`src/rtl/trace_pkg.sv`:
```
// Shared definitions for the trace-command path: opcodes, default address
// geometry and the request layout handed to the L1 cache controller.
package trace_pkg;

  localparam int ADDR_W_DEF   = 32;
  localparam int OFFSET_W_DEF = 6;
  localparam int INDEX_W_DEF  = 14;
  localparam int TAG_W_DEF    = ADDR_W_DEF - INDEX_W_DEF - OFFSET_W_DEF;

  typedef enum logic [3:0] {
    OP_READ   = 4'd0,
    OP_WRITE  = 4'd1,
    OP_IFETCH = 4'd2,
    OP_INVAL  = 4'd3,
    OP_SNOOP  = 4'd4,
    OP_CLEAR  = 4'd8,
    OP_PRINT  = 4'd9
  } opcode_e;

  typedef struct packed {
    logic [3:0]              op;
    logic [TAG_W_DEF-1:0]    tag;
    logic [INDEX_W_DEF-1:0]  index;
    logic [OFFSET_W_DEF-1:0] offset;
  } cache_req_t;

  function automatic logic is_valid_op(input logic [3:0] op);
    case (op)
      OP_READ, OP_WRITE, OP_IFETCH, OP_INVAL, OP_SNOOP, OP_CLEAR, OP_PRINT: return 1'b1;
      default: return 1'b0;
    endcase
  endfunction

  // Clear and print act on the whole cache, so their address is meaningless.
  function automatic logic op_uses_addr(input logic [3:0] op);
    return !(op == OP_CLEAR || op == OP_PRINT);
  endfunction

endpackage

```
`src/rtl/trace_cmd_receiver_sync_fifo.sv`:
```
// Synchronous FIFO with extra-MSB read/write pointers; read data is the
// combinational head entry, valid whenever empty_o is low.
module sync_fifo #(
  parameter int WIDTH = 8,
  parameter int DEPTH = 4,
  localparam int AW   = $clog2(DEPTH)
) (
  input  logic             clk_i,
  input  logic             rst_i,
  input  logic             push_i,
  input  logic [WIDTH-1:0] wdata_i,
  input  logic             pop_i,
  output logic [WIDTH-1:0] rdata_o,
  output logic             full_o,
  output logic             empty_o,
  output logic [AW:0]      count_o
);

  logic [WIDTH-1:0] mem_q [DEPTH];
  logic [AW:0]      wr_ptr_q, wr_ptr_d;
  logic [AW:0]      rd_ptr_q, rd_ptr_d;
  logic             do_push, do_pop;

  assign full_o  = (wr_ptr_q[AW] != rd_ptr_q[AW]) && (wr_ptr_q[AW-1:0] == rd_ptr_q[AW-1:0]);
  assign empty_o = (wr_ptr_q == rd_ptr_q);
  assign count_o = wr_ptr_q - rd_ptr_q;
  assign rdata_o = mem_q[rd_ptr_q[AW-1:0]];

  assign do_push = push_i && !full_o;
  assign do_pop  = pop_i && !empty_o;

  always_comb begin
    wr_ptr_d = wr_ptr_q;
    rd_ptr_d = rd_ptr_q;
    if (do_push) wr_ptr_d = wr_ptr_q + 1'b1;
    if (do_pop)  rd_ptr_d = rd_ptr_q + 1'b1;
  end

  always_ff @(posedge clk_i or posedge rst_i) begin
    if (rst_i) begin
      wr_ptr_q <= '0;
      rd_ptr_q <= '0;
    end else begin
      wr_ptr_q <= wr_ptr_d;
      rd_ptr_q <= rd_ptr_d;
    end
  end

  always_ff @(posedge clk_i) begin
    if (do_push) mem_q[wr_ptr_q[AW-1:0]] <= wdata_i;
  end

endmodule

```
`src/rtl/trace_cmd_receiver.sv`:
```
// Receives {instruction, address} trace commands, rejects bad opcodes, splits
// the address into tag/index/offset and issues buffered requests to the cache.
module trace_cmd_receiver
  import trace_pkg::*;
#(
  parameter int  DEPTH    = 4,
  parameter int  ADDR_W   = ADDR_W_DEF,
  parameter int  OFFSET_W = OFFSET_W_DEF,
  parameter int  INDEX_W  = INDEX_W_DEF,
  localparam int TAG_W    = ADDR_W - INDEX_W - OFFSET_W
) (
  input  logic                clock,
  input  logic                reset,
  input  logic                cmd_valid,
  output logic                cmd_ready,
  input  logic [3:0]          cmd_instruction,
  input  logic [ADDR_W-1:0]   cmd_address,
  output logic                req_valid,
  input  logic                req_ready,
  output logic [3:0]          req_op,
  output logic [TAG_W-1:0]    req_tag,
  output logic [INDEX_W-1:0]  req_index,
  output logic [OFFSET_W-1:0] req_offset,
  output logic                bad_cmd,
  output logic [31:0]         accept_count,
  output logic [15:0]         bad_count,
  output logic                idle
);

  localparam int CNT_W = $clog2(DEPTH) + 1;

  // Same layout as cache_req_t, sized from this instance's parameters.
  typedef struct packed {
    logic [3:0]          op;
    logic [TAG_W-1:0]    tag;
    logic [INDEX_W-1:0]  index;
    logic [OFFSET_W-1:0] offset;
  } req_t;

  req_t             cmd_entry, fifo_rdata, req_q, req_d;
  logic             req_valid_q, req_valid_d;
  logic             bad_q, bad_d;
  logic [31:0]      accept_q, accept_d;
  logic [15:0]      bad_cnt_q, bad_cnt_d;
  logic             fifo_full, fifo_empty, push, pop, cmd_fire, op_ok;
  logic [CNT_W-1:0] fifo_count;
  logic [CNT_W:0]   occupancy;

  // The output register counts toward capacity, so DEPTH commands in flight
  // close the input; the test depends only on registered state.
  assign occupancy = {1'b0, fifo_count} + {{CNT_W{1'b0}}, req_valid_q};
  assign cmd_ready = !fifo_full && (occupancy < (CNT_W+1)'(DEPTH));

  assign cmd_fire = cmd_valid && cmd_ready;
  assign op_ok    = is_valid_op(cmd_instruction);
  assign push     = cmd_fire && op_ok;
  assign pop      = !fifo_empty && (!req_valid_q || req_ready);

  always_comb begin
    cmd_entry.op     = cmd_instruction;
    cmd_entry.tag    = '0;
    cmd_entry.index  = '0;
    cmd_entry.offset = '0;
    if (op_uses_addr(cmd_instruction)) begin
      cmd_entry.tag    = cmd_address[ADDR_W-1:INDEX_W+OFFSET_W];
      cmd_entry.index  = cmd_address[INDEX_W+OFFSET_W-1:OFFSET_W];
      cmd_entry.offset = cmd_address[OFFSET_W-1:0];
    end
  end

  sync_fifo #(
    .WIDTH ($bits(req_t)),
    .DEPTH (DEPTH)
  ) u_fifo (
    .clk_i   (clock),
    .rst_i   (reset),
    .push_i  (push),
    .wdata_i (cmd_entry),
    .pop_i   (pop),
    .rdata_o (fifo_rdata),
    .full_o  (fifo_full),
    .empty_o (fifo_empty),
    .count_o (fifo_count)
  );

  always_comb begin
    req_d       = req_q;
    req_valid_d = req_valid_q;
    if (pop) begin
      req_d       = fifo_rdata;
      req_valid_d = 1'b1;
    end else if (req_ready) begin
      req_valid_d = 1'b0;
    end
    bad_d     = cmd_fire && !op_ok;
    accept_d  = accept_q + 32'(push);
    bad_cnt_d = (bad_d && bad_cnt_q != 16'hFFFF) ? bad_cnt_q + 16'd1 : bad_cnt_q;
  end

  always_ff @(posedge clock or posedge reset) begin
    if (reset) begin
      req_q       <= '0;
      req_valid_q <= 1'b0;
      bad_q       <= 1'b0;
      accept_q    <= '0;
      bad_cnt_q   <= '0;
    end else begin
      req_q       <= req_d;
      req_valid_q <= req_valid_d;
      bad_q       <= bad_d;
      accept_q    <= accept_d;
      bad_cnt_q   <= bad_cnt_d;
    end
  end

  assign req_valid    = req_valid_q;
  assign req_op       = req_q.op;
  assign req_tag      = req_q.tag;
  assign req_index    = req_q.index;
  assign req_offset   = req_q.offset;
  assign bad_cmd      = bad_q;
  assign accept_count = accept_q;
  assign bad_count    = bad_cnt_q;
  assign idle         = fifo_empty && !req_valid_q;

endmodule

```
`config.mk`:
```
export PLATFORM = sky130hd
export DESIGN_NAME = trace_cmd_receiver
export DESIGN_NICKNAME = d
export VERILOG_FILES = /design/src/rtl/trace_pkg.sv /design/src/rtl/trace_cmd_receiver_sync_fifo.sv /design/src/rtl/trace_cmd_receiver.sv
export SDC_FILE = /design/constraint.sdc
export NUM_CORES = 1
export LEC_CHECK = 0
export BUFFER_PORTS_ARGS = -buffer_cell sky130_fd_sc_hd__buf_2
export CAP_MARGIN = 20
export CELL_PAD_IN_SITES_DETAIL_PLACEMENT = 0
export CELL_PAD_IN_SITES_GLOBAL_PLACEMENT = 1
export CORE_MARGIN = 3
export CORE_UTILIZATION = 52
export CTS_CLUSTER_DIAMETER = 200
export DETAILED_ROUTE_END_ITERATION = 10
export GPL_TIMING_DRIVEN = 1
export PLACE_DENSITY_LB_ADDON = 0.1
export REMOVE_ABC_BUFFERS = 1
export SYNTH_ARGS = -nofsm -noshare
export SYNTH_HDL_FRONTEND = slang
export SYNTH_HIERARCHICAL = 1
export SYNTH_SLANG_ARGS = --single-unit
```
`constraint.sdc`:
```
create_clock -name clock -period 9.2 [get_ports clock]
set_input_delay 0.46 -clock clock [delete_from_list [all_inputs] [get_ports clock]]
set_output_delay 0.46 -clock clock [all_outputs]
set_load 0.005 [all_outputs]
```
Word level (Yosys, flattened, before mapping)
Memories as Yosys holds them, arrays and structs flattened. A register that Yosys moved wholly into a read port is not among the register bits.
Cells that the tools add are included.
{ "totals": {"inputBits": 40, "ram_bits": 144, "reg_bits": 56, "n_memories": 1, "word_cells": 49} }
{ "op_classes": {"n_eq_ne": 10, "n_addsub": 6, "n_lt_le_gt_ge": 1, "n_mux": 6, "n_reduce_logical": 19} }
{ "memory_table": {"columns": ["memory", "depth", "word_bits", "rd", "rd_ports_with_merged_regs", "wr", "line_no", "text"], "rows": [
  ["u_fifo.mem_q", 4, 36, 1, 1, 1, "trace_cmd_receiver_sync_fifo.sv:19", "logic [WIDTH-1:0] mem_q [DEPTH];"]
]} }
{ "ops": {"columns": ["operator", "count"], "rows": [
  ["adder 32 x 1 -> 32 bit", 1],
  ["two-way mux 32 bit", 1],
  ["adder 16 x 1 -> 16 bit (second input constant)", 1],
  ["!= test 16 bit (second input constant)", 1],
  ["logical AND 1 bit", 10],
  ["== test 4 x 2 -> 1 bit (second input constant)", 2],
  ["== test 4 bit (second input constant)", 2],
  ["OR reduction 7 bit", 1],
  ["adder 3 x 1 -> 3 bit (second input constant)", 2],
  ["two-way mux 1 bit", 5],
  ["adder 3 x 1 -> 4 bit", 1],
  ["== test 4 x 1 -> 1 bit (second input constant)", 1],
  ["== test 4 x 3 -> 1 bit (second input constant)", 1],
  ["logical NOT 1 bit", 4],
  ["logical NOT 4 bit", 1],
  ["< comparator 4 x 3 -> 1 bit (second input constant)", 1],
  ["== test 3 bit", 1],
  ["subtractor 3 bit", 1],
  ["== test 2 bit", 1],
  ["logical OR 1 bit", 2],
  ["nonzero test 2 bit", 1],
  ["!= test 1 bit", 1]
]} }

Logic depth before layout (Yosys ltp)
{ "logic_depth": {"word_depth": 9, "depth_mapped": 16} }

Hierarchy
The synthesis kept the hierarchy.
{ "modules_own_cells": {"columns": ["module", "instances", "area_each_um2", "cells_per_inst", "seq_area_each_um2"], "rows": [
  ["sync_fifo", 1, 5660.4, 234, 4474.3],
  ["trace_cmd_receiver", 1, 3917.5, 325, 2152.1]
]} }

Worst setup path before layout
No wires, ideal clock.
{ "synth_timing": {"kind": "flip-flop to flip-flop", "startpoint": "register u_fifo.rd_ptr_q[1]", "endpoint": "register accept_q[30], in the netlist accept_count[30]", "arrival_ns": 3.471, "stages_incl_launch_ff": 16, "t_required_ns": 9.121, "path_slack_ns": 5.650, "setup_time_ns": 0.079, "cell_sequence": "dfrtp_1 buf_2 buf_2 inv_1 fa_1 xnor2_1 a311oi_4 nand2_1 nor2_1 ha_1 ha_1 nand4_1 or3_1 or2_1 nor3_2 xor2_1"} }
{ "synth_between": {"elab_chain_cells": 7} }
{ "synth_rtl": {"columns": ["item", "line_no", "text"], "rows": [
  ["from (decl)", "trace_cmd_receiver_sync_fifo.sv:21", "logic [AW:0] rd_ptr_q, rd_ptr_d;"],
  ["from (signal assigned)", "trace_cmd_receiver_sync_fifo.sv:45", "rd_ptr_q <= rd_ptr_d;"],
  ["subtractor 3 bit", "trace_cmd_receiver_sync_fifo.sv:26", "assign count_o = wr_ptr_q - rd_ptr_q;"],
  ["via fifo_count[2]", "trace_cmd_receiver.sv:46", "logic [CNT_W-1:0] fifo_count;"],
  ["adder 3 x 1 -> 4 bit", "trace_cmd_receiver.sv:51", "assign occupancy = {1'b0, fifo_count} + {{CNT_W{1'b0}}, req_valid_q};"],
  ["< comparator 4 x 3 -> 1 bit", "trace_cmd_receiver.sv:52", "assign cmd_ready = !fifo_full && (occupancy < (CNT_W+1)'(DEPTH));"],
  ["logical AND 1 bit", "trace_cmd_receiver.sv:52", null],
  ["via cmd_ready", "trace_cmd_receiver.sv:15", "output logic cmd_ready,"],
  ["logical AND 1 bit", "trace_cmd_receiver.sv:54", "assign cmd_fire = cmd_valid && cmd_ready;"],
  ["logical AND 1 bit", "trace_cmd_receiver.sv:56", "assign push = cmd_fire && op_ok;"],
  ["via push", "trace_cmd_receiver.sv:45", "logic fifo_full, fifo_empty, push, pop, cmd_fire, op_ok;"],
  ["adder 32 x 1 -> 32 bit", "trace_cmd_receiver.sv:96", "accept_d = accept_q + 32'(push);"],
  ["via accept_d[30]", "trace_cmd_receiver.sv:43", "logic [31:0] accept_q, accept_d;"],
  ["to (signal assigned)", "trace_cmd_receiver.sv:111", "accept_q <= accept_d;"],
  ["to (decl)", "trace_cmd_receiver.sv:43", null]
]} }
The timed path passes the listed nets, and every way through them passes these cells.
A chain may end at the register's enable or synchronous reset.

Final worst setup path
{ "layout_timing": {"startpoint": "register u_fifo.rd_ptr_q[1]", "endpoint": "register accept_q[22], in the netlist accept_count[22]"} }
{ "layout_between": {"elab_chain_cells": 7} }
{ "layout_rtl": {"columns": ["item", "line_no", "text"], "rows": [
  ["== test 2 bit", "trace_cmd_receiver_sync_fifo.sv:24", "assign full_o = (wr_ptr_q[AW] != rd_ptr_q[AW]) && (wr_ptr_q[AW-1:0] == rd_ptr_q[AW-1:0]);"],
  ["logical AND 1 bit", "trace_cmd_receiver_sync_fifo.sv:24", null],
  ["via fifo_full", "trace_cmd_receiver.sv:45", null],
  ["logical NOT 1 bit", "trace_cmd_receiver.sv:52", null],
  ["logical AND 1 bit", "trace_cmd_receiver.sv:52", null],
  ["logical AND 1 bit", "trace_cmd_receiver.sv:54", null],
  ["logical AND 1 bit", "trace_cmd_receiver.sv:56", null],
  ["via push", "trace_cmd_receiver.sv:45", null],
  ["adder 32 x 1 -> 32 bit", "trace_cmd_receiver.sv:96", null],
  ["via accept_d[22]", "trace_cmd_receiver.sv:43", null]
]} }
The timed path passes the listed nets, and every way through them passes these cells.

==> results.ini <==
[status]
status = finished clean

[logic_synthesis]
synth_cell_types = 41
synth_top_area_share_pct = 45.1
ys_seq_area_share_pct = 69.2
ys_warn_count = 6
netlist_area_mm2 = 0.00958
synth_cells = 559
synth_seq_cells = 236
yosysTopAreaCell = edfxtp_1
synth.avg_cell_area_um2 = 17.1
synth_area_leaders = edfxtp_1 (45%), dfrtp_1 (24%), mux4_2 (8.5%)

[cells_and_area]
final_common_cell = edfxtp_1
fin_area_mm2 = 0.0113
area_delta_synth_final_pct = 18.0
diodes = 0
final_cells = 947
layout_common_cells = edfxtp_1 (144), buf_2 (127), dfrtp_1 (90)
final_nets = 754
drive_gt1_share_pct = 37.5

[critical_path]
cp-end-kind = register
cp_max_fo = 39
cp.arrival_ns = 4.72
crit_required_ns = 9.63
startpoint_type = register
path_class = register to register

[worst_hold_path]
worst_hold_path_type = primary input to register

[job]
drv_cap = 0

[timing]
holdWs_ns = 0.163
drv_slew = 0
setup_viol = 0
setup_tns_ns = 0
worst_pin_slew_ns = 1.03
fmax_ghz = 0.233
finClkSkew_ns = 0.00626
grt_setup_unrepaired = false
period_share_pct = 46.6
period_needed_ns = 4.29
relSlewSlack_pct = 31.5
hold_viol_final = 0

[global_route]
gr-total-overflow = 0
antenna_found_initial = 0
grt_pass1_vias = 5408
grt_pass1_wl_mm = 28.5
track_usage_pct = 17.9
grt_max_degree = 68

[placed_design]
dpl_cell_area_mm2 = 0.0105
dpl.hpwl_mm = 11.1
finalWeightedCongestion = 0.751
place_inst = 900
io_buffers = 127

[clock_network]
cts_tree = built
cts_made_buffers = 25
post_cts_buffers = 0
cts_buffer_depth = 3
htreeDepth = 1
ctsRootBufferMaster = clkbuf_16
cts_sinks = 236
clk_pin_slew_ns = 0.06
clock_latency_ns = 0.51

[floorplanning]
die_area_mm2 = 0.0201
die_w_um = 142
ios = 128
die_h_um = 142
coreArea_mm2 = 0.0177
start_util_pct = 54.2
num_rows = 48

[power_and_ir_drop]
max-vdd-ir-drop_v = 0.000195
power_w = 0.00337
p_per_area_mw_per_mm2 = 299
p_leak_nw = 4.58

[detailed_routing]
firstDrtPassIters = 5
drtIter0Drc = 279
top_layer_used = met4
vias = 5229
drt_wl_total_mm = 17.6
postRouteAntennaNets = 0
wl_met1_mm = 7.63
wl_met3_um = 815
avgRoutedWirePerCell_um = 18.6
detail_route.vias_per_cell = 5.52
drc_errors = 0
wl_met2_mm = 8.77

flip-flops by register name, indices dropped and copies added, names as in the netlist:
name / flops
accept_count: 32
bad_cmd: 1
bad_count: 16
req_index: 14
req_offset: 6
req_op: 4
req_tag: 12
req_valid: 1
u_fifo/mem_q: 144
u_fifo/rd_ptr_q: 3
u_fifo/wr_ptr_q: 3
logic make-up (layout without fill, tap and decap cells):
kind of cell,count (synthesis),count (layout),share of synthesized area (%)
adder cells (fa/ha/maj),11,11,1.52
flip-flops,236,236,69.2
XOR/XNOR,46,46,4.28
AND/OR/NAND/NOR,144,144,8.77
multiplexers,80,80,13.7
AO/OA/AOI/OAI,10,10,0.862
buffers and inverters,32,195,1.69
worst paths after layout:
check | start | to | slack (ns) | cells after the start
min reg2reg | accept_count[31]$_DFF_PP0_ | accept_count[31]$_DFF_PP0_ | 0.47 | 1
max reg2reg | u_fifo/rd_ptr_q[1]$_DFFE_PP0P_ | accept_count[22]$_DFF_PP0_ | 4.91 | 14
max in group asynchronous | reset | req_index[12]$_DFFE_PP0P_ | 7.61 | 4
min | req_ready | req_valid$_DFFE_PP0P_ | 0.16 | 2
max | u_fifo/rd_ptr_q[1]$_DFFE_PP0P_ | accept_count[22]$_DFF_PP0_ | 4.91 | 14
min in group asynchronous | reset | req_tag[10]$_DFFE_PP0P_ | 0.44 | 3
metal layers:
metal	up-vias	global-route usage [%]
met5	-	0
met4	0	4.70
met3	32	2.86
met2	143	30.1
met1	2665	24.6
li1	2389	-
synthesized netlist by cell type (all sizes together):
library cell	instances
a21oi	2
inv	17
buf	11
xor2	24
and3	9
nand3	25
clkbuf	4
nor2	14
nand4	10
dfrtp	92
a311oi	1
mux2	43
and2b	1
or3	1
nand2	25
and4	2
nor2b	32
nor3b	2
or2	1
nor4	11
o21ai	6
ha	10
a31o	1
fa	1
xnor2	22
edfxtp	144
mux2i	1
mux4	36
nor3	10
nand2b	1
metrics by stage:
stage / util, % / worst slack [ns]
2_1_floorplan: - / 4.55
3_3_place_gp: 59.2 / 5.00
3_5_place_dp: 59.2 / 4.86
4_1_cts: 64.0 / 4.85
5_1_grt: 64.0 / 4.46
6_report: 64.0 / 4.91
final cells by class:
type,count,area [um^2]
Inverter,17,66.3
Fill cell,1319,6360
Clock buffer,33,696
Tap cell,225,282
Clock inverter,13,143
Multi-Input combinational cell,291,2810
Timing Repair Buffer,132,676
Sequential cell,236,6630
critical path, stage by stage, from the launching register on:
cell and delay [ns]:
dfrtp_2 0.98, inv_1 0.20, ha_1 0.37, nand3_1 0.17
inv_1 0.09, a311oi_4 0.33, nand2_1 0.09, nor2_1 0.32
ha_1 0.30, ha_1 0.25, nand4_1 0.12, or3_1 0.38
or2_1 0.28, nor2_1 0.13, xor2_1 0.16
what timing repair did:
| item | CTS | global route |
|---|---|---|
| resized for setup | 0 | 0 |
| hold buffers | 1 | 0 |
| endpoints found under the setup margin | 0 | 0 |
| endpoints found under the hold margin | 25 | 0 |
where the power goes:
group,leakage [nW],internal [W],switching (W)
logic,1.71,0.000481,0.000422
clock network,0.413,0.000615,0.000385
registers,2.46,0.00133,0.000135
Power figures use the tool's default switching activity.
